===== src/rtl/u_icon_arbiter_pkg.sv =====
// Shared index types for the interconnect channel arbiter, the backend and the execution units.
// Widths here describe the default 4-channel / 4-unit build.
package pkg_dtypes;

  function automatic int clog2_min1(input int n);
    return (n > 1) ? $clog2(n) : 1;
  endfunction

  localparam int NUM_ICON_CHANNELS_DEF = 4;
  localparam int NUM_EXEC_UNITS_DEF    = 4;
  localparam int CH_IDX_W_DEF          = clog2_min1(NUM_ICON_CHANNELS_DEF);
  localparam int EU_IDX_W_DEF          = clog2_min1(NUM_EXEC_UNITS_DEF);

  typedef logic [CH_IDX_W_DEF-1:0] ch_idx_t;
  typedef logic [EU_IDX_W_DEF-1:0] eu_idx_t;

endpackage


===== src/rtl/u_icon_arbiter_rr_find_first.sv =====
// Rotated-priority find-first: returns the first set bit of req at or after ptr, wrapping.
// With ptr tied to zero it degenerates into a plain lowest-index find.
module u_rr_find_first
  import pkg_dtypes::*;
#(
  parameter  int WIDTH = 4,
  localparam int IDX_W = clog2_min1(WIDTH)
) (
  input  logic [WIDTH-1:0] req,
  input  logic [IDX_W-1:0] ptr,
  output logic             found,
  output logic [IDX_W-1:0] idx
);

  always_comb begin
    found = 1'b0;
    idx   = '0;
    // upper segment [ptr, WIDTH) first, then wrap to [0, ptr)
    for (int j = 0; j < WIDTH; j++) begin
      if (!found && req[j] && (j >= int'(ptr))) begin
        found = 1'b1;
        idx   = IDX_W'(j);
      end
    end
    for (int j = 0; j < WIDTH; j++) begin
      if (!found && req[j]) begin
        found = 1'b1;
        idx   = IDX_W'(j);
      end
    end
  end

endmodule


===== src/rtl/u_icon_arbiter.sv =====
// Allocates backend interconnect channels to requesting execution units, one channel per unit,
// round-robin over units and lowest-free-index over channels; grants held until released.
module u_icon_arbiter
  import pkg_dtypes::*;
#(
  parameter  int NUM_ICON_CHANNELS = 4,
  parameter  int NUM_EXEC_UNITS    = 4,
  localparam int CH_IDX_W          = clog2_min1(NUM_ICON_CHANNELS),
  localparam int EU_IDX_W          = clog2_min1(NUM_EXEC_UNITS)
) (
  input  logic                                        i_clk,
  input  logic                                        i_rstn,
  input  logic [NUM_EXEC_UNITS-1:0]                   i_req,
  input  logic [NUM_EXEC_UNITS-1:0]                   i_rel,
  output logic [NUM_EXEC_UNITS-1:0]                   o_gnt,
  output logic [NUM_EXEC_UNITS-1:0][CH_IDX_W-1:0]     o_gnt_ch,
  output logic [NUM_ICON_CHANNELS-1:0]                o_ch_busy,
  output logic [NUM_ICON_CHANNELS-1:0][EU_IDX_W-1:0]  o_ch_owner
);

  localparam int NUM_STAGES = (NUM_ICON_CHANNELS < NUM_EXEC_UNITS) ? NUM_ICON_CHANNELS
                                                                   : NUM_EXEC_UNITS;

  logic [EU_IDX_W-1:0]                   rr_ptr;
  logic [EU_IDX_W-1:0]                   rr_nxt;
  logic [NUM_STAGES-1:0]                 stg_vld;
  logic [NUM_STAGES-1:0][EU_IDX_W-1:0]   stg_unit;
  logic [NUM_STAGES-1:0][CH_IDX_W-1:0]   stg_ch;

  // Each stage pairs the next eligible unit (rr order) with the lowest free channel, then
  // removes both from the masks seen by the following stage. Channels freed this cycle are
  // still busy here, so they only become grantable on the next edge.
  for (genvar s = 0; s < NUM_STAGES; s++) begin : g_stage
    logic [NUM_EXEC_UNITS-1:0]    unit_mask;
    logic [NUM_ICON_CHANNELS-1:0] free_mask;
    logic                         unit_found;
    logic                         ch_found;
    logic [EU_IDX_W-1:0]          unit_idx;
    logic [CH_IDX_W-1:0]          ch_idx;
    logic                         take;

    if (s == 0) begin : g_head
      assign unit_mask = i_req & ~o_gnt;
      assign free_mask = ~o_ch_busy;
    end else begin : g_tail
      assign unit_mask = g_stage[s-1].take
                       ? (g_stage[s-1].unit_mask & ~(NUM_EXEC_UNITS'(1) << g_stage[s-1].unit_idx))
                       : g_stage[s-1].unit_mask;
      assign free_mask = g_stage[s-1].take
                       ? (g_stage[s-1].free_mask & ~(NUM_ICON_CHANNELS'(1) << g_stage[s-1].ch_idx))
                       : g_stage[s-1].free_mask;
    end

    u_rr_find_first #(.WIDTH(NUM_EXEC_UNITS)) u_unit_find (
      .req   (unit_mask),
      .ptr   (rr_ptr),
      .found (unit_found),
      .idx   (unit_idx)
    );

    u_rr_find_first #(.WIDTH(NUM_ICON_CHANNELS)) u_ch_find (
      .req   (free_mask),
      .ptr   ({CH_IDX_W{1'b0}}),
      .found (ch_found),
      .idx   (ch_idx)
    );

    assign take        = unit_found & ch_found;
    assign stg_vld[s]  = take;
    assign stg_unit[s] = unit_idx;
    assign stg_ch[s]   = ch_idx;
  end

  // Stages grant contiguously, so the highest valid stage holds the last granted unit.
  always_comb begin
    rr_nxt = rr_ptr;
    for (int s = 0; s < NUM_STAGES; s++) begin
      if (stg_vld[s]) begin
        rr_nxt = (stg_unit[s] == EU_IDX_W'(NUM_EXEC_UNITS - 1)) ? '0
                                                                : stg_unit[s] + EU_IDX_W'(1);
      end
    end
  end

  always_ff @(posedge i_clk) begin
    if (!i_rstn) begin
      o_gnt      <= '0;
      o_gnt_ch   <= '0;
      o_ch_busy  <= '0;
      o_ch_owner <= '0;
      rr_ptr     <= '0;
    end else begin
      for (int u = 0; u < NUM_EXEC_UNITS; u++) begin
        if (i_rel[u] && o_gnt[u]) begin
          o_gnt[u]                 <= 1'b0;
          o_gnt_ch[u]              <= '0;
          o_ch_busy[o_gnt_ch[u]]   <= 1'b0;
          o_ch_owner[o_gnt_ch[u]]  <= '0;
        end
      end
      for (int s = 0; s < NUM_STAGES; s++) begin
        if (stg_vld[s]) begin
          o_gnt[stg_unit[s]]     <= 1'b1;
          o_gnt_ch[stg_unit[s]]  <= stg_ch[s];
          o_ch_busy[stg_ch[s]]   <= 1'b1;
          o_ch_owner[stg_ch[s]]  <= stg_unit[s];
        end
      end
      rr_ptr <= rr_nxt;
    end
  end

endmodule


===== config.mk =====
export PLATFORM = sky130hd
export DESIGN_NAME = u_icon_arbiter
export DESIGN_NICKNAME = d
export VERILOG_FILES = /design/src/rtl/u_icon_arbiter_pkg.sv /design/src/rtl/u_icon_arbiter_rr_find_first.sv /design/src/rtl/u_icon_arbiter.sv
export SDC_FILE = /design/constraint.sdc
export NUM_CORES = 1
export LEC_CHECK = 0
export ABC_CLOCK_PERIOD_IN_PS = 6700
export BUFFER_PORTS_ARGS = -buffer_cell sky130_fd_sc_hd__buf_2
export CORE_AREA = 2 2 102 104
export CTS_CLUSTER_SIZE = 10
export DETAILED_ROUTE_END_ITERATION = 10
export DIE_AREA = 0 0 104 106
export SLEW_MARGIN = 20
export SYNTH_ARGS = -nofsm -noshare
export SYNTH_HDL_FRONTEND = slang
export SYNTH_SLANG_ARGS = --single-unit

===== constraint.sdc =====
create_clock -name i_clk -period 6.7 [get_ports i_clk]
set_clock_uncertainty 0.05 [all_clocks]
set_input_delay 0.335 -clock i_clk [delete_from_list [all_inputs] [get_ports i_clk]]
set_output_delay 0.335 -clock i_clk [all_outputs]
set_load 0.02 [all_outputs]

# Yosys cells after proc, flatten, opt, wreduce, memory -nomap -nowiden

Index checks and enable logic that the tools add are counted.

Flip-flop bits (word level): 26
Bits in latches: 0
Bits in writable memories: 0
Bits in read-only memories: 0
Bits of input ports: 10
Output and inout port bits: 24
Word-level logic and storage cells: 486
Memories: 0

Add/subtract/negate cells: 4
$mul: 0
Div/mod/pow operators: 0
Order comparisons: 27
Equality and inequality tests: 4
Shifts and indexed selects: 6
Mux-type cells: 250
Bitwise logic cells: 43
Reduce and logical (&&, ||, !) cells: 141

Operators by type and width:

| kind                  | number |
|---|---|
| $mux W8               | 22 |
| $mux W2               | 76 |
| $mux W4               | 28 |
| $mux W1               | 92 |
| $logic_and A1 B1 Y1   | 84 |
| $bwmux W8             | 8 |
| $logic_not A1 Y1      | 56 |
| $demux W2 S2          | 12 |
| $not A4 Y4            | 12 |
| $and A4 B4 Y4         | 11 |
| $lt A2 B3 Y1 const B  | 12 |
| $and A8 B8 Y8         | 4 |
| $not A8 Y8            | 4 |
| $or A4 B4 Y4          | 8 |
| $demux W1 S2          | 12 |
| $ge A2 B1 Y1 const B  | 12 |
| $shl A1 B2 Y4 const A | 6 |
| $add A2 B1 Y2 const B | 4 |
| $eq A2 B2 Y1 const B  | 4 |
| $and A1 B1 Y1         | 4 |
| $ge A1 B2 Y1 const A  | 2 |
| $reduce_bool A4 Y1    | 1 |
| $ge A2 B2 Y1 const A  | 1 |

# Longest topological paths before layout

Gate-level depths: netlist of the first run.

Word-level depth: 120
Mapped depth: 27
Gate-level depth less buffers: 27

# Cells and area by module

A second synthesis of the first run with hierarchy kept.

Cell total of the unflattened synthesis: 411
Area, all modules: 3,066.7 um2

By module, submodules not included:

| module                                     | instances | cells an instance | area each (um2) | sequential area each (um2) |
|---|---|---|---|---|
| u_icon_arbiter                             | 1         | 312               | 2,472.4         | 520.5 |
| u_rr_find_first (g_stage[0].u_ch_find ...) | 7         | 12                | 73.8            | 0.0 |
| u_rr_find_first (g_stage[3].u_unit_find)   | 1         | 15                | 77.6            | 0.0 |

# Worst setup path after synthesis of the first run

Ideal clock, no wire load.

Kind: flip-flop to flip-flop
Start point: register o_gnt[0]
End point: register o_gnt[1]
Setup time: 0.140 ns
Arrival: 4.998 ns
Data required time: 6.510 ns
Path slack: 1.512 ns
Cell stages (with the launch flop): 27
Path buffers: 0
Period minus slack after synthesis: 5.188 ns
Path through: dfxtp_1 and3b_1 o21ai_0 o31ai_1 a21oi_1 inv_1 ha_1 a21oi_4 a21oi_1 o21ai_0 a22oi_1 inv_1 ha_1 inv_1 a222oi_1 a31oi_1 nor3_1 a31oi_1 ha_1 and3_1 a221oi_2 nor3b_1 o32ai_4 inv_1 ha_1 a21boi_1 a41oi_1

Longest elaborated chain between the ends: 120
Elaborated cells on any way between the ends: 266
Classes of those cells: order compare: 8; shift: 5; mux: 119; bitwise: 20; reduce/logical: 114

Ends and longest elaborated chain:

| what                                                               | line                               | RTL |
|---|---|---|
| start, declared                                                    | u_icon_arbiter.sv:15               | `output logic [NUM_EXEC_UNITS-1:0] o_gnt,` |
| start signal, assigned                                             | u_icon_arbiter.sv:87               | `o_gnt <= '0;` |
| start signal, assigned by index                                    | u_icon_arbiter.sv:95               | `o_gnt[u] <= 1'b0;` |
| start signal, assigned by index                                    | u_icon_arbiter.sv:103              | `o_gnt[stg_unit[s]] <= 1'b1;` |
| $not A4 Y4 (*)                                                     | u_icon_arbiter.sv:43               | `assign unit_mask = i_req & ~o_gnt;` |
| $and A4 B4 Y4 (*)                                                  | u_icon_arbiter.sv:43               |  |
| $logic_and A1 B1 Y1                                                | u_icon_arbiter_rr_find_first.sv:20 | `if (!found && req[j] && (j >= int'(ptr))) begin` |
| $mux W1                                                            | u_icon_arbiter_rr_find_first.sv:20 |  |
| $logic_not A1 Y1                                                   | u_icon_arbiter_rr_find_first.sv:20 |  |
| $logic_and A1 B1 Y1 (2 in a row)                                   | u_icon_arbiter_rr_find_first.sv:20 |  |
| $mux W1                                                            | u_icon_arbiter_rr_find_first.sv:20 |  |
| $logic_not A1 Y1                                                   | u_icon_arbiter_rr_find_first.sv:20 |  |
| (+103 left out)                                                    | n/a                                |  |
| $logic_and A1 B1 Y1                                                | u_icon_arbiter_rr_find_first.sv:26 | `if (!found && req[j]) begin` |
| $mux W2                                                            | u_icon_arbiter_rr_find_first.sv:26 |  |
| $lt A2 B3 Y1 (implied by the code) or $ge A2 B1 Y1 (tied branches) | u_icon_arbiter.sv:103              |  |
| $logic_and A1 B1 Y1 (implied by the code)                          | u_icon_arbiter.sv:103              |  |
| $mux W1 (implied by the code)                                      | u_icon_arbiter.sv:103              |  |
| $demux W1 S2                                                       | u_icon_arbiter.sv:103              |  |
| $or A4 B4 Y4 (no line)                                             | n/a                                |  |
| $mux W4 (*)                                                        | u_icon_arbiter.sv:102              | `if (stg_vld[s]) begin` |

Mark *: on every way between the ends. The rest lies on a longest branch, timed or not. The select of a mux whose other input is x is not followed.
A chain may end at the register's enable or synchronous reset.

# Worst setup path after layout of the first run

Ends and elaborated chain as after synthesis.

==> key figures, run 1 <==
Status
  • Run status: finished clean

Die
  • Total Die Area: ~0.011 mm²
  • Vert. Die Dim: ~110 µm
  • I/O Pins: 34
  • Initial standard-cell utilization of the core: a little over a quarter
  • Die W: approximately 100 µm
  • Number of placement rows: 37
  • Placeable core region: roughly 0.010 mm²

STA
  • Final Max Slew Viols: 0
  • Top achievable clock speed: about 160 MHz
  • Tightest Pin Transition: slightly below 0.8 ns
  • Post-Route Setup TNS: 0 ns
  • Final Hold Vio Count: 0
  • Rel. slew slack: 48.01%
  • Final clock period utilization by the worst path: between 90% and 100%
  • Time the worst path needs with I/O delays and setup: ~6 ns
  • Setup violations, final: 0
  • Worst hold margin: slightly below 0.3 ns
  • Unrepaired setup endpoints after global routing: no

GRT
  • Number of global-route vias before repair: between 2000 and 3000
  • Combined global-route utilization of all metal layers: around 16%
  • First-pass GRT wire length: 14.72 mm
  • Initial antenna violation count: 0
  • Leftover overflow at the end of global routing: 0
  • Largest net degree at the start of global routing: 25

Worst setup path
  • Worst-path maximum fanout: 8
  • Worst-path cell with the longest stage delay: sky130_fd_sc_hd__a22oi_1
  • RR Startpoint: o_gnt[0]
  • Critical path required time: just under 7 ns
  • Critical Path Sink: o_gnt[1]
  • FF-to-FF setup slack: roughly 0.57 ns
  • Largest stage delay on the critical path: between 0.5 and 0.6 ns
  • Sort of element at the start of the critical path: flip-flop
  • Type of destination of the critical path: flip-flop
  • Critical path startpoint: o_gnt[0]
  • Worst Path Class, Setup: flip-flop to flip-flop
  • Worst R2R End: o_gnt[1]
  • Cell with the most instances on the worst path: sky130_fd_sc_hd__ha_1
  • Cell chain of the critical path: nand2b_1 -> o21ai_0 -> a21oi_2 -> inv_1 -> ha_1 -> a21oi_2 -> o21ai_0 -> a22oi_1 -> inv_1 -> ha_1 -> inv_1 -> a222oi_1 -> a31oi_1 -> nor3_1 -> a31oi_1 -> ha_1 -> and3_1 -> a221oi_2 -> a2111oi_0 -> o21ai_1 -> ha_1 -> a21boi_1 -> a41oi_1
  • Worst EP arrival: around 6.2 ns
  • R2r worst-path depth: 23

Final layout
  • Layout overhead on the synthesized area: 13.29%
  • Layout filler cell count: ~1100
  • Net count, final: around 420
  • Post-layout instance count excluding filler cells: between 500 and 600
  • Share of post-route cells with drive strength above 1: roughly 16%
  • Flip-flop and latch area: between 500 and 600 µm²
  • Total area of multi-input combinational cells: 0.002032 mm²
  • Count of inserted antenna diode cells: 0

Min path
  • Class of the worst hold path: primary input to flip-flop

Placement
  • DP Wirelength: 7.161 mm
  • Port-buffer cells: 33
  • Gp weighted congestion: between 0.9 and 1
  • Post-placement cell count: about 530

Route
  • Via count: 3021
  • Uppermost metal layer occupied by signal nets: met4
  • DRT met1 WL: 4.056 mm
  • Via-per-instance ratio: between 5 and 6
  • Post-route antenna net violation count: 0
  • Met3 layer wire length in the routed design: 593 µm
  • Total Wirelength: 9.054 mm
  • Final routed DRC violation total: 0
  • Detailed-routed wire length on met2: 4.224 mm
  • TritonRoute pass-1 iters: 5
  • Avg WL per Cell: ~17 µm
  • Iter 0 DRT Violations: 267

Yosys
  • Biggest area contributors in the synthesized netlist: sky130_fd_sc_hd__dfxtp_1, sky130_fd_sc_hd__ha_1, sky130_fd_sc_hd__nor2_1, sky130_fd_sc_hd__nand2_1, sky130_fd_sc_hd__a21oi_1
  • Number of instances in the synthesized netlist: 376
  • Count of synthesis-stage warnings from yosys: 0
  • Proportion of synthesized flip-flops having asynchronous set or reset: 0%
  • Post-synthesis instance area: about 0.0027 mm²
  • Proportion of netlist area held by the largest area contributor: 19.27%
  • Average size of a mapped cell: between 7 and 8 µm²
  • Number of flops mapped to enable cells by yosys: 0
  • Library cell occupying the most area in the post-synthesis netlist: sky130_fd_sc_hd__dfxtp_1
  • Number of synthesized register bits: 26
  • Post-synthesis sequential area ratio: between 15 and 20%
  • Mapped Nets: 400
  • Most used flip-flop cell after synthesis: sky130_fd_sc_hd__dfxtp_1
  • Synth unique cells: between 60 and 70

CTS
  • Hold-fix buffers at CTS: 0
  • Clock latency at the later pin of the worst-skew pair: ~0.28 ns
  • Clock-pin slew reported for the worst setup and hold paths after clock tree synthesis: about 0.09 ns
  • CTS Root Cell: sky130_fd_sc_hd__clkbuf_8
  • CTS tree: built
  • Clock Sinks: 26
  • H-tree depth: 1
  • CTS Buffer Depth: 2
  • Number of buffers created by CTS: 3

Power
  • Comb power frac: between 70% and 80%
  • Clk pwr share: slightly above 7%
  • Net Sw Frac: between 50 and 60%
  • Cell Pwr Density: 597.5 mW/mm²
  • Peak supply drop: 0.1581 mV
  • Power Internal: 793.9 µW
  • Leak: 1.256 nW
  • Sequential Power Share: between 15 and 20%
  • Switching power of the nets: a little over 1 mW

Flow run
  • Max-cap violations: 0
[how the worst min path moves through the flow]
stage | from | cells past startpoint | slack [ns] | to
6_report | i_rstn | 2 | 0.29 | o_gnt_ch[6]
5_1_grt | i_rstn | 2 | 0.28 | o_gnt_ch[6]
3_5_place_dp | o_ch_owner[1] | 2 | 0.41 | o_ch_owner[1]
2_1_floorplan | i_rstn | 1 | 0.40 | o_gnt_ch[6]
4_1_cts | i_rstn | 2 | 0.29 | o_gnt_ch[6]
3_3_place_gp | o_ch_owner[0] | 2 | 0.41 | o_ch_owner[0]
[cell type report]
type / count / share of cell area (%)
multi-input combinational: 313 / 66.39
sequential: 26 / 17.01
timing repair buffer: 37 / 6.378
tap: 136 / 5.560
inverter: 19 / 2.330
clock buffer: 3 / 1.349
clock inverter: 1 / 0.9812
[cells by family (layout without fill, tap and decap cells)]
logic type	after synthesis	count (layout)	synth area share, %
flops	26	26	19.27
mux	7	7	2.686
xor+xnor	4	4	1.297
fa+ha+maj	15	15	6.855
compound gates	138	138	37.24
buf+inv	37	60	5.651
simple gates	149	149	27.00
[per-stage QoR]
stage	total power, mW	setup WS, ns	utilization [%]	area, µm²
after floorplan	1.324	1.512	-	2701
after global placement	1.666	0.6804	29.85	2985
after detailed placement	1.664	0.5176	29.85	2985
after CTS	1.801	0.4491	30.57	3057
after global routing	1.987	0.07697	30.61	3060
final	1.829	0.5731	30.61	3060
[power groups by stage]
stage / combinational, mW / clock, mW / sequential, mW
floorplan: 1.00 / 0 / 0.320
global placement: 1.35 / 0 / 0.320
detailed placement: 1.34 / 0 / 0.323
CTS: 1.35 / 0.133 / 0.321
global route: 1.52 / 0.139 / 0.332
finish: 1.37 / 0.131 / 0.323
[flip-flops by register name, summed over array words and instances, names as in the netlist]
signal / cells
o_ch_busy: 4
rr_ptr: 2
o_gnt_ch: 8
o_ch_owner: 8
o_gnt: 4
[critical path: cells and delay by family, from the launching register on]
family	cells	cell delay, ns
AO/OA/AOI/OAI	13	3.37
adder cells (fa/ha/maj)	4	1.08
buffers and inverters	3	0.40
flip-flops	1	0.50
AND/OR/NAND/NOR	3	0.57
[synthesized netlist by cell type, drive strengths merged (3+ instances only)]
cell,n
inv,19
a22o,3
buf,9
a22oi,11
nand4,6
a41oi,3
xnor2,3
nor3,13
nor4,3
nand3,22
nor2b,5
a211oi,4
o211a,4
and3,4
a31oi,11
and2,4
a21o,6
clkbuf,9
a31o,5
ha,14
nand2b,9
nor2,39
a21oi,31
nand2,38
o211ai,7
mux2i,5
o21ai,26
dfxtp,26
[placed cells by master (no fill, tap or decap), drive strengths merged, types with 2 or more instances in the layout]
cell	instances
o221ai	2
o32ai	2
nand3	22
and2	4
buf	37
nand2	38
a31oi	11
o311ai	2
clkbuf	3
a211o	2
nor2	39
and3	4
a41oi	3
o211ai	7
a21o	6
a211oi	4
o211a	4
o21ai	26
nor2b	5
a21boi	2
nor3	13
a31o	5
nand4	6
nor4	3
nand2b	9
xnor2	3
o21a	2
dfxtp	26
a221oi	2
mux2i	5
a2111oi	2
mux2	2
ha	14
a21oi	31
a22o	3
a22oi	11
inv	19
[routing by layer]
metal	GRT usage (%)	up-vias
li1	-	1455
met1	21.21	1436
met2	28.05	116
met3	3.004	14
met4	3.571	0
met5	0	-
[what timing repair did]
action                                  in CTS  in global routing
setup buffers                                0                  0
endpoints found under the setup margin       0                  8
gates resized for setup                      0                  1
(Power assumes the default switching activity.)
==> run 2, diff against run 1 <==
--- a/config.mk
+++ b/config.mk
@@ -7,10 +7,10 @@
 export LEC_CHECK = 0
 export ABC_CLOCK_PERIOD_IN_PS = 6700
 export BUFFER_PORTS_ARGS = -buffer_cell sky130_fd_sc_hd__buf_2
-export CORE_AREA = 2 2 102 104
+export CORE_AREA = 2 2 107 99
 export CTS_CLUSTER_SIZE = 10
 export DETAILED_ROUTE_END_ITERATION = 10
-export DIE_AREA = 0 0 104 106
+export DIE_AREA = 0 0 109 101
 export SLEW_MARGIN = 20
 export SYNTH_ARGS = -nofsm -noshare
 export SYNTH_HDL_FRONTEND = slang
==> run 2 against run 1 <==
  * Count of clock-buffer cells in the layout unchanged
  * Clock power up 4%
  * Combinational power is essentially flat
  * Sequential power barely moved
  * Via count down 0.33%
  * Highest routed layer unchanged
  * Non-clock buffer count down 1
  * Cell area shrank 0.65%
  * Sequential share of layout area is 0.11 points higher
  * Critical path depth increased by 2
  * Setup slack worse by 0.028 ns
  * Flip-flop and latch count unchanged
  * Critical path type unchanged
  * Largest power group unchanged
==> key figures, run 2 (synthesis results as in run 1) <==
Status
  • Run status: finished clean

STA
  • Final Max Slew Viols: 0
  • Unrepaired setup endpoints after global routing: no
  • Final clock period utilization by the worst path: between 90% and 100%
  • Final Hold Vio Count: 0
  • Setup violations, final: 0
  • Rel. slew slack: between 40 and 50%
  • Tightest Pin Transition: slightly above 0.8 ns
  • Post-Route Setup TNS: 0 ns
  • Time the worst path needs with I/O delays and setup: 6.155 ns
  • Smallest setup slack after layout: around 0.54 ns
  • Top achievable clock speed: ~160 MHz

CTS
  • CTS tree: built
  • Clock-pin slew reported for the worst setup and hold paths after clock tree synthesis: roughly 0.10 ns
  • Clock Sinks: 26
  • Clock latency at the later pin of the worst-skew pair: roughly 0.28 ns
  • CTS Buffer Depth: 2
  • Cts repair resizes: 0
  • CTS Root Cell: sky130_fd_sc_hd__clkbuf_8
  • Number of buffers created by CTS: 3
  • Hold-fix buffers at CTS: 0
  • Post-CTS setup repair buffer count: 0
  • H-tree depth: 1

Min path
  • WHS Endpoint: o_gnt_ch[6]
  • Worst Hold Launch: i_rstn
  • Hold path cells: 2
  • Class of the worst hold path: primary input to flip-flop

Placement
  • Gp weighted congestion: between 0.9 and 1
  • Worst setup slack before clock tree synthesis: 0.7197 ns
  • DP Wirelength: approximately 6.9 mm
  • Port-buffer cells: 33

Die
  • Number of placement rows: 35
  • Placeable core region: roughly 0.0099 mm²
  • Die W: roughly 110 µm
  • Initial standard-cell utilization of the core: between 20% and 30%
  • I/O Pins: 34
  • Total Die Area: 0.01101 mm²
  • Vert. Die Dim: roughly 100 µm

Worst setup path
  • Sort of element at the start of the critical path: flip-flop
  • Critical path required time: 6.78 ns
  • FF-to-FF setup slack: 0.54 ns
  • Worst Path Class, Setup: flip-flop to flip-flop
  • Worst R2R End: o_gnt[1]
  • Type of destination of the critical path: flip-flop
  • Worst-path maximum fanout: 9
  • Worst EP arrival: roughly 6.2 ns
  • RR Startpoint: o_gnt[0]
  • R2r worst-path depth: 25

GRT
  • Routing layer with the top usage in global route: met2
  • Met2 GRT Util: approximately a quarter
  • Combined global-route utilization of all metal layers: 16.32%
  • First-pass GRT wire length: 14.38 mm
  • Largest net degree at the start of global routing: 25
  • Initial antenna violation count: 0
  • Met1 Use GR: 23.60%
  • Leftover overflow at the end of global routing: 0
  • Number of global-route vias before repair: about 2700
  • Met3 Resource Use GR: under 10%

Power
  • Cell Pwr Density: 598.7 mW/mm²
  • Peak supply drop: 0.2213 mV
  • Leak: 1.251 nW

Route
  • Via count: roughly 3000
  • TritonRoute pass-1 iters: 5
  • Iter 0 DRT Violations: 383
  • Via-per-instance ratio: 5.713
  • Avg WL per Cell: around 17 µm
  • Total Wirelength: 8.837 mm
  • Post-route antenna net violation count: 0
  • Final routed DRC violation total: 0

Final layout
  • Biggest regs: o_ch_owner: 8 flops, o_gnt_ch: 8 flops
  • Share of post-route cells with drive strength above 1: 15.33%
  • Top library cells by usage in the layout, fill and taps aside: sky130_fd_sc_hd__nor2_1, sky130_fd_sc_hd__nand2_1, sky130_fd_sc_hd__buf_2, sky130_fd_sc_hd__a21oi_1, sky130_fd_sc_hd__dfxtp_1
  • Net count, final: 423
  • Layout overhead on the synthesized area: 12.55%
  • Count of inserted antenna diode cells: 0
  • Most common library cell in the layout ignoring fill and taps: sky130_fd_sc_hd__nor2_1

Flow run
  • Max-cap violations: 0
run 2: cell count changes in the layout (fill, tap and decap cells not counted), sizes merged:
cell  delta
buf      -1
run 2: report_power, final:
part | switching [mW] | internal [mW] | total [mW]
combinational | 0.868 | 0.497 | 1.37
sequential | 0.105 | 0.214 | 0.320
clock | 0.0554 | 0.0802 | 0.136
run 2: how the worst max path moves through the flow:
stage / startpoint / to / cells after the start
after global placement: o_gnt[0] / o_gnt[1] / 26
final: o_gnt[0] / o_gnt[1] / 25
after detailed placement: o_gnt[0] / o_gnt[1] / 25
after global routing: o_gnt[0] / rr_ptr[1] / 26
after floorplan: o_gnt[0] / o_gnt[1] / 26
after CTS: o_gnt[0] / o_gnt[1] / 26
run 2: worst max-delay path, cell delays in order, from the launching register on:
cell and delay (ns):
sky130_fd_sc_hd__dfxtp_1 0.52, sky130_fd_sc_hd__nand2b_1 0.32, sky130_fd_sc_hd__o21ai_0 0.12, sky130_fd_sc_hd__a21oi_1 0.55, sky130_fd_sc_hd__inv_1 0.14, sky130_fd_sc_hd__ha_1 0.28
sky130_fd_sc_hd__a21oi_4 0.27, sky130_fd_sc_hd__a21oi_1 0.10, sky130_fd_sc_hd__o21ai_0 0.18, sky130_fd_sc_hd__a22oi_1 0.24, sky130_fd_sc_hd__inv_1 0.16, sky130_fd_sc_hd__ha_1 0.28
sky130_fd_sc_hd__inv_1 0.11, sky130_fd_sc_hd__a222oi_1 0.33, sky130_fd_sc_hd__a31oi_1 0.16, sky130_fd_sc_hd__nor3_1 0.19, sky130_fd_sc_hd__a31oi_1 0.16, sky130_fd_sc_hd__ha_1 0.30
sky130_fd_sc_hd__and3_1 0.16, sky130_fd_sc_hd__a221oi_2 0.32, sky130_fd_sc_hd__nor3b_1 0.14, sky130_fd_sc_hd__o32ai_4 0.34, sky130_fd_sc_hd__inv_1 0.08, sky130_fd_sc_hd__ha_1 0.21
sky130_fd_sc_hd__a21boi_1 0.18, sky130_fd_sc_hd__a41oi_1 0.13
run 2: per-stage QoR:
stage | power [mW] | cell area, µm² | util (%) | hold slack [ns] | cells
after floorplan | 1.324 | 2701 | - | 0.4025 | 376
after global placement | 1.662 | 2969 | 29.87 | 0.4079 | 523
after detailed placement | 1.650 | 2969 | 29.87 | 0.4141 | 523
after CTS | 1.795 | 3040 | 30.59 | 0.2653 | 527
after global routing | 1.985 | 3040 | 30.59 | 0.2721 | 527
final | 1.820 | 3040 | 30.59 | 0.2718 | 527
run 2: layout make-up:
class	count	area [µm²]
Sequential cell	26	520.5
Timing Repair Buffer	36	187.7
Fill cell	1062	6900
Tap cell	129	161.4
Multi-Input combinational cell	313	2028
Clock inverter	1	30.03
Clock buffer	3	41.29
Inverter	19	71.32
run 2: layer usage:
layer  routed length [µm]  share of wire, %
met4                  254               2.9
met1                 4111                47
met2                 3844                43
met3                  627               7.1
met5                    0                 0
